### src/rtl/baud_pkg.sv
// Shared constants and helpers for the fractional baud generator.
package baud_pkg;

  localparam int unsigned DIV_W_DEF   = 16;
  localparam int unsigned FRAC_W_DEF  = 4;
  localparam int unsigned NUM_PRESETS = 8;

  // Preset baud rates selected by bd_rate_i = 0..7.
  localparam int unsigned BAUD_PRESET [NUM_PRESETS] = '{
    1200, 2400, 4800, 9600, 19200, 38400, 57600, 115200
  };

  // Fixed-point divisor {int, frac}: round(clk_hz * 2^frac_w / (oversample * baud)).
  function automatic longint unsigned calc_div(input longint unsigned clk_hz,
                                               input longint unsigned oversample,
                                               input longint unsigned baud,
                                               input longint unsigned frac_w);
    longint unsigned num;
    longint unsigned den;
    num = clk_hz << frac_w;
    den = oversample * baud;
    return (64'd2 * num + den) / (64'd2 * den);
  endfunction

  // Oversample ratio must be even (mid-bit tick) and at least 4.
  function automatic bit oversample_ok(input int unsigned os);
    return (os >= 4) && ((os % 2) == 0);
  endfunction

endpackage

### src/rtl/baud_frac_div.sv
// Fractional divider core: period counter, fractional accumulator and the
// pending/active divisor handover. Emits the registered oversample tick and a
// combinational wrap strobe aligned with the edge that raises it.
module baud_frac_div #(
  parameter int unsigned                 DIV_W    = 16,
  parameter int unsigned                 FRAC_W   = 4,
  parameter logic [DIV_W+FRAC_W-1:0]     DivReset = '0
) (
  input  logic                    clk,
  input  logic                    reset,
  input  logic                    enable_i,
  input  logic                    restart_i,
  input  logic [DIV_W+FRAC_W-1:0] div_next_i,
  output logic                    tick_os_o,
  output logic                    wrap_o,
  output logic [DIV_W+FRAC_W-1:0] div_active_o
);

  localparam int unsigned DW = DIV_W + FRAC_W;
  localparam int unsigned PW = DIV_W + 1;

  logic [DIV_W-1:0]  cnt_q, cnt_d;
  logic [FRAC_W-1:0] acc_q, acc_d;
  logic [DW-1:0]     div_q, div_d;
  logic              tick_q, tick_d;

  logic [DIV_W-1:0]  div_int;
  logic [FRAC_W-1:0] div_frac;
  logic [FRAC_W:0]   acc_sum;
  logic [PW-1:0]     last_cnt;
  logic              at_end;
  logic              wrap;

  // Current period length is int + carry out of the fractional accumulator.
  always_comb begin
    div_int  = div_q[DW-1:FRAC_W];
    div_frac = div_q[FRAC_W-1:0];
    acc_sum  = {1'b0, acc_q} + {1'b0, div_frac};
    last_cnt = {1'b0, div_int} + PW'(acc_sum[FRAC_W]) - PW'(1);
    at_end   = ({1'b0, cnt_q} == last_cnt);
    wrap     = enable_i && !restart_i && at_end;
  end

  // Next-state: restart realigns phase, otherwise count while enabled.
  always_comb begin
    cnt_d  = cnt_q;
    acc_d  = acc_q;
    div_d  = div_q;
    tick_d = 1'b0;
    if (restart_i) begin
      cnt_d = '0;
      acc_d = '0;
      div_d = div_next_i;
    end else if (enable_i) begin
      if (at_end) begin
        cnt_d  = '0;
        acc_d  = acc_sum[FRAC_W-1:0];
        div_d  = div_next_i;  // pending divisor only takes effect on a full period boundary
        tick_d = 1'b1;
      end else begin
        cnt_d = cnt_q + 1'b1;
      end
    end
  end

  // State register with synchronous reset.
  always_ff @(posedge clk) begin
    if (reset) begin
      cnt_q  <= '0;
      acc_q  <= '0;
      div_q  <= DivReset;
      tick_q <= 1'b0;
    end else begin
      cnt_q  <= cnt_d;
      acc_q  <= acc_d;
      div_q  <= div_d;
      tick_q <= tick_d;
    end
  end

  assign tick_os_o    = tick_q;
  assign wrap_o       = wrap;
  assign div_active_o = div_q;

endmodule

### src/rtl/baud_frac_gen.sv
// Fractional baud generator top: divisor source selection (preset table or
// runtime custom register), oversample phase counter and bit/mid-bit ticks.
// Optional feature macro: BAUD_HALF_TICK_EN adds the tick_half_o mid-bit output.
module baud_frac_gen
  import baud_pkg::*;
#(
  parameter int unsigned CLK_HZ     = 15360000,
  parameter int unsigned OVERSAMPLE = 16,
  parameter int unsigned DIV_W      = DIV_W_DEF,
  parameter int unsigned FRAC_W     = FRAC_W_DEF
) (
  input  logic                    clk,
  input  logic                    reset,
  input  logic                    enable_i,
  input  logic [2:0]              bd_rate_i,
  input  logic                    cfg_sel_i,
  input  logic                    div_wr_i,
  input  logic [DIV_W+FRAC_W-1:0] div_wdata_i,
  input  logic                    restart_i,
  output logic                    tick_os_o,
  output logic                    tick_bit_o,
`ifdef BAUD_HALF_TICK_EN
  output logic                    tick_half_o,
`endif
  output logic [DIV_W+FRAC_W-1:0] div_active_o,
  output logic                    cfg_err_o
);

  localparam int unsigned DW   = DIV_W + FRAC_W;
  localparam int unsigned OS_W = $clog2(OVERSAMPLE);
  localparam logic [OS_W-1:0] OsLast = OS_W'(OVERSAMPLE - 1);
  localparam logic [DW-1:0] DivReset = DW'(calc_div(64'(CLK_HZ), 64'(OVERSAMPLE),
                                                    64'(BAUD_PRESET[0]), 64'(FRAC_W)));

  if (!oversample_ok(OVERSAMPLE)) begin : g_bad_oversample
    $error("OVERSAMPLE must be even and at least 4");
  end

  // Preset divisors are fixed at elaboration from the clock and baud table.
  logic [DW-1:0] preset_tbl [NUM_PRESETS];
  for (genvar g = 0; g < NUM_PRESETS; g++) begin : g_preset
    assign preset_tbl[g] = DW'(calc_div(64'(CLK_HZ), 64'(OVERSAMPLE),
                                        64'(BAUD_PRESET[g]), 64'(FRAC_W)));
  end

  logic [DW-1:0]   custom_q, custom_d;
  logic            cfg_err_q, cfg_err_d;
  logic [OS_W-1:0] os_cnt_q, os_cnt_d;
  logic            tick_bit_q, tick_bit_d;
  logic            wr_ok;
  logic            wrap;
  logic [DW-1:0]   div_next;

  // Custom write acceptance; a same-cycle accepted write is visible to the
  // divider immediately so a coincident restart applies it.
  always_comb begin
    wr_ok     = div_wr_i && (div_wdata_i[DW-1:FRAC_W] >= DIV_W'(2));
    custom_d  = wr_ok ? div_wdata_i : custom_q;
    cfg_err_d = div_wr_i && !wr_ok;
    div_next  = cfg_sel_i ? custom_d : preset_tbl[bd_rate_i];
  end

  // Custom divisor register and reject pulse.
  always_ff @(posedge clk) begin
    if (reset) begin
      custom_q  <= '0;
      cfg_err_q <= 1'b0;
    end else begin
      custom_q  <= custom_d;
      cfg_err_q <= cfg_err_d;
    end
  end

  baud_frac_div #(
    .DIV_W    (DIV_W),
    .FRAC_W   (FRAC_W),
    .DivReset (DivReset)
  ) u_div (
    .clk          (clk),
    .reset        (reset),
    .enable_i     (enable_i),
    .restart_i    (restart_i),
    .div_next_i   (div_next),
    .tick_os_o    (tick_os_o),
    .wrap_o       (wrap),
    .div_active_o (div_active_o)
  );

  // Oversample phase counter; bit tick rides on the oversample tick that wraps it.
  always_comb begin
    os_cnt_d   = os_cnt_q;
    tick_bit_d = 1'b0;
    if (restart_i) begin
      os_cnt_d = '0;
    end else if (wrap) begin
      if (os_cnt_q == OsLast) begin
        os_cnt_d   = '0;
        tick_bit_d = 1'b1;
      end else begin
        os_cnt_d = os_cnt_q + 1'b1;
      end
    end
  end

  // Phase counter and bit tick registers.
  always_ff @(posedge clk) begin
    if (reset) begin
      os_cnt_q   <= '0;
      tick_bit_q <= 1'b0;
    end else begin
      os_cnt_q   <= os_cnt_d;
      tick_bit_q <= tick_bit_d;
    end
  end

`ifdef BAUD_HALF_TICK_EN
  localparam logic [OS_W-1:0] OsHalfPrev = OS_W'(OVERSAMPLE / 2 - 1);

  logic tick_half_q, tick_half_d;

  // Mid-bit tick on the oversample tick that moves the phase into the second half.
  always_comb begin
    tick_half_d = wrap && (os_cnt_q == OsHalfPrev);
  end

  // Mid-bit tick register.
  always_ff @(posedge clk) begin
    if (reset) begin
      tick_half_q <= 1'b0;
    end else begin
      tick_half_q <= tick_half_d;
    end
  end

  assign tick_half_o = tick_half_q;
`endif

  assign tick_bit_o = tick_bit_q;
  assign cfg_err_o  = cfg_err_q;

endmodule

### config.mk
export PLATFORM = sky130hd
export DESIGN_NAME = baud_frac_gen
export DESIGN_NICKNAME = d
export VERILOG_FILES = /design/src/rtl/baud_pkg.sv /design/src/rtl/baud_frac_div.sv /design/src/rtl/baud_frac_gen.sv
export SDC_FILE = /design/constraint.sdc
export NUM_CORES = 1
export LEC_CHECK = 0
export ABC_CLOCK_PERIOD_IN_PS = 7480
export CAP_MARGIN = 20
export CORE_ASPECT_RATIO = 1.75
export CORE_UTILIZATION = 59
export DETAILED_ROUTE_END_ITERATION = 16
export PLACE_DENSITY_LB_ADDON = 0.2
export SKIP_CTS_REPAIR_TIMING = 1
export SLEW_MARGIN = 20
export SYNTH_ARGS = -nofsm -noshare
export SYNTH_HDL_FRONTEND = slang
export SYNTH_SLANG_ARGS = --single-unit
### constraint.sdc
create_clock -name clk -period 7.48 [get_ports clk]
set_input_delay 1.496 -clock clk [delete_from_list [all_inputs] [get_ports clk]]
set_output_delay 1.496 -clock clk [all_outputs]
set_load 0.05 [all_outputs]
==> impl_metrics.py <==
metrics = {
    "drt": {
        "wirelength_mm": 7.98,
        "vias_per_cell": 5.67,
        "m1WireLength_mm": 3.41,
        "drtIter0Drc": 206,
        "firstDrtPassIters": 4,
        "ant_nets": 0,
        "wl_met3_um": 254,
        "drc": 0,
        "top_layer": "met4",
        "dr_wl_met2_mm": 4.20,
        "routedWlPerCell_um": 14.7,
        "vias": 3080,
    },
    "logic_synthesis": {
        "yosysUniqueCellTypes": 55,
        "ys_top_cells_by_area": "dfxtp_1, mux2i_1, mux2_2, nor2_1, xnor2_1",
        "syn-cell-area_mm2": 0.00376,
        "syn_inst": 419,
        "ys_ff_latch": 67,
        "synth-edff-count": 0,
        "ys_seq_area_share_pct": 35.7,
        "ys_top_cells_by_count": "dfxtp_1, nor2_1, mux2i_1",
        "yosysTopAreaCell": "dfxtp_1",
        "yosysMostFrequentCell": "dfxtp_1",
        "yosys_warnings": 0,
        "syn_area_per_cell_um2": 8.97,
        "synth_nets": 461,
        "synth_top_area_share_pct": 35.7,
        "synth-main-ff-cell": "dfxtp_1",
        "async_flop_share_pct": 0,
    },
    "clocking": {
        "clkTransAtPathRegs_ns": 0.07,
        "cts_tree": "built",
        "cts_buffer_depth": 2,
        "cts_buffers": 9,
        "h-tree-depth": 3,
        "cts_sinks": 67,
        "clk_latency_ns": 0.36,
        "cts_root_buffer": "clkbuf_8",
    },
    "global_routing": {
        "grt_max_degree": 59,
        "grt.overflow.total": 0,
        "grt_pass1_wl_mm": 13.8,
        "antenna_found_initial": 0,
        "track_usage_pct": 26.1,
        "grt_pass1_vias": 3064,
    },
    "layout": {
        "diodes": 0,
        "area_growth_syn_to_layout_pct": 18.9,
        "drive_above_1_share_pct": 10.2,
        "fin_nets": 501,
        "post-route-util_pct": 72.3,
        "fillers": 495,
    },
    "timing": {
        "fin_skew_ns": 0.00662,
        "slew_headroom_pct": 32.7,
        "rsz0062_at_grt": "false",
        "worst_slack_ns": 3.10,
        "final_hold_viol_count": 0,
        "tightest_slew_ns": 1.01,
        "min_period_ns": 4.38,
        "max_freq_mhz": 228,
        "setup_viol": 0,
        "setup_tns_ns": 0,
        "timing.final.max_slew_violations": 0,
        "min_period_over_period_pct": 58.6,
    },
    "floorplanning": {
        "core_area_mm2": 0.00618,
        "initial_utilization_pct": 60.8,
        "die_area_mm2": 0.00671,
        "io_pins": 52,
        "fp-row-count": 38,
        "die_h_um": 108,
        "die_w_um": 62.3,
    },
    "place": {
        "place_ws_ns": 3.10,
        "detailed_place_hpwl_mm": 5.81,
        "gp_congestion": 0.831,
        "io_buffer_count": 51,
    },
    "job": {
        "maxCapViolCount": 0,
    },
    "power": {
        "p_leak_nw": 1.74,
        "ir_worst_vdd_mv": 0.162,
        "p_per_area_mw_per_mm2": 192,
    },
    "worst_setup_path": {
        "reg2reg_slack_ns": 3.10,
        "required_ns": 7.73,
        "worstSetupPathType": "register to register",
        "cp.arrival_ns": 4.63,
        "start_kind": "register",
        "end_kind": "register",
        "worstPathMaxFanout": 20,
    },
    "outcome": {
        "status": "finished, final reports clean",
    },
    "worst_hold_path": {
        "hp-class": "register to register",
    },
}
## flip-flops by register name (all words and copies together), names as in the netlist
signal / flops
cfg_err_o: 1
custom_q: 20
os_cnt_q: 4
tick_bit_o: 1
u_div.acc_q: 4
u_div.cnt_q: 16
u_div.div_active_o: 20
u_div.tick_os_o: 1
## area by class of cell
| class | count | area (µm²) | share of cell area, % |
|---|---|---|---|
| Timing Repair Buffer | 52 | 513 | 11.5 |
| Clock inverter | 5 | 77.6 | 1.74 |
| Clock buffer | 10 | 138 | 3.08 |
| Inverter | 12 | 45.0 | 1.01 |
| Multi-Input combinational cell | 317 | 2250 | 50.4 |
| Tap cell | 80 | 100 | 2.24 |
| Sequential cell | 67 | 1340 | 30.0 |
## final timing paths
path	startpoint	depth (start not counted)	endpoint
worst max-delay path	u_div.div_active_o[0]$_SDFFE_PP0P_	16	u_div.div_active_o[19]$_SDFFE_PP0P_
worst min-delay path	u_div.acc_q[3]$_SDFFE_PP0P_	2	u_div.acc_q[3]$_SDFFE_PP0P_
worst min register to register	u_div.acc_q[3]$_SDFFE_PP0P_	2	u_div.acc_q[3]$_SDFFE_PP0P_
worst max register to register	u_div.div_active_o[0]$_SDFFE_PP0P_	16	u_div.div_active_o[19]$_SDFFE_PP0P_
## metal layers
| metal | track usage, % | vias up |
|---|---|---|
| li1 | - | 1542 |
| met3 | 5.93 | 10 |
| met2 | 45.8 | 62 |
| met5 | 0 | - |
| met1 | 29.5 | 1466 |
| met4 | 12.6 | 0 |
## per-stage QoR
step	std cells	cell area [µm²]	power (W)	hold WS, ns
5_1_grt	543	4470	0.000894	0.518
6_report	543	4470	0.000857	0.487
4_1_cts	543	4470	0.000865	0.486
2_1_floorplan	419	3760	0.000487	0.448
3_3_place_gp	528	4250	0.000528	0.467
3_5_place_dp	528	4250	0.000532	0.474
## logic make-up after synthesis
| logic type | share of synthesized area [%] |
|---|---|
| AND/OR/NAND/NOR | 24.1 |
| flip-flops | 35.7 |
| AO/OA/AOI/OAI | 9.78 |
| multiplexers | 13.2 |
| XOR/XNOR | 8.39 |
| buffers and inverters | 4.36 |
| adder cells (fa/ha/maj) | 4.53 |
## cell usage in the layout (no fill, tap or decap), types with 2 or more instances in the layout
master / instances
a211o_1: 3
a211oi_1: 3
a21o_1: 3
a21oi_1: 21
a22oi_1: 2
a31oi_1: 2
and3_1: 6
and4_1: 2
bufinv_16: 2
clkbuf_8: 10
clkdlybuf4s50_1: 50
clkinv_2: 2
dfxtp_1: 67
ha_1: 12
inv_1: 12
mux2_2: 20
mux2i_1: 27
nand2_1: 19
nand2b_1: 7
nand3_1: 15
nand3b_1: 4
nand4_1: 9
nand4b_1: 3
nor2_1: 51
nor2b_1: 22
nor3_1: 5
nor3b_1: 4
nor4_1: 4
o211ai_1: 4
o21ai_0: 8
or3_1: 2
or4_1: 3
xnor2_1: 21
xor2_1: 15
## where the power goes
| group | switching [W] | total [W] | internal, W |
|---|---|---|---|
| logic | 0.0000799 | 0.000142 | 0.0000620 |
| clock network | 0.000139 | 0.000333 | 0.000194 |
| registers | 0.0000132 | 0.000383 | 0.000369 |
| total | 0.000232 | 0.000857 | 0.000625 |
## critical path, cell delays in order (launching register included)
cell	delay [ns]
dfxtp_1	0.32
ha_1	0.21
inv_1	0.07
fa_1	0.20
inv_1	0.05
a21o_1	0.15
a21oi_1	0.15
ha_1	0.23
ha_1	0.23
nor3b_1	0.80
nand4_1	0.21
xnor2_1	0.19
nor3_1	0.36
and3_1	0.46
a21oi_2	0.09
buf_4	0.24
mux2_2	0.30
(Power assumes the default switching activity.)
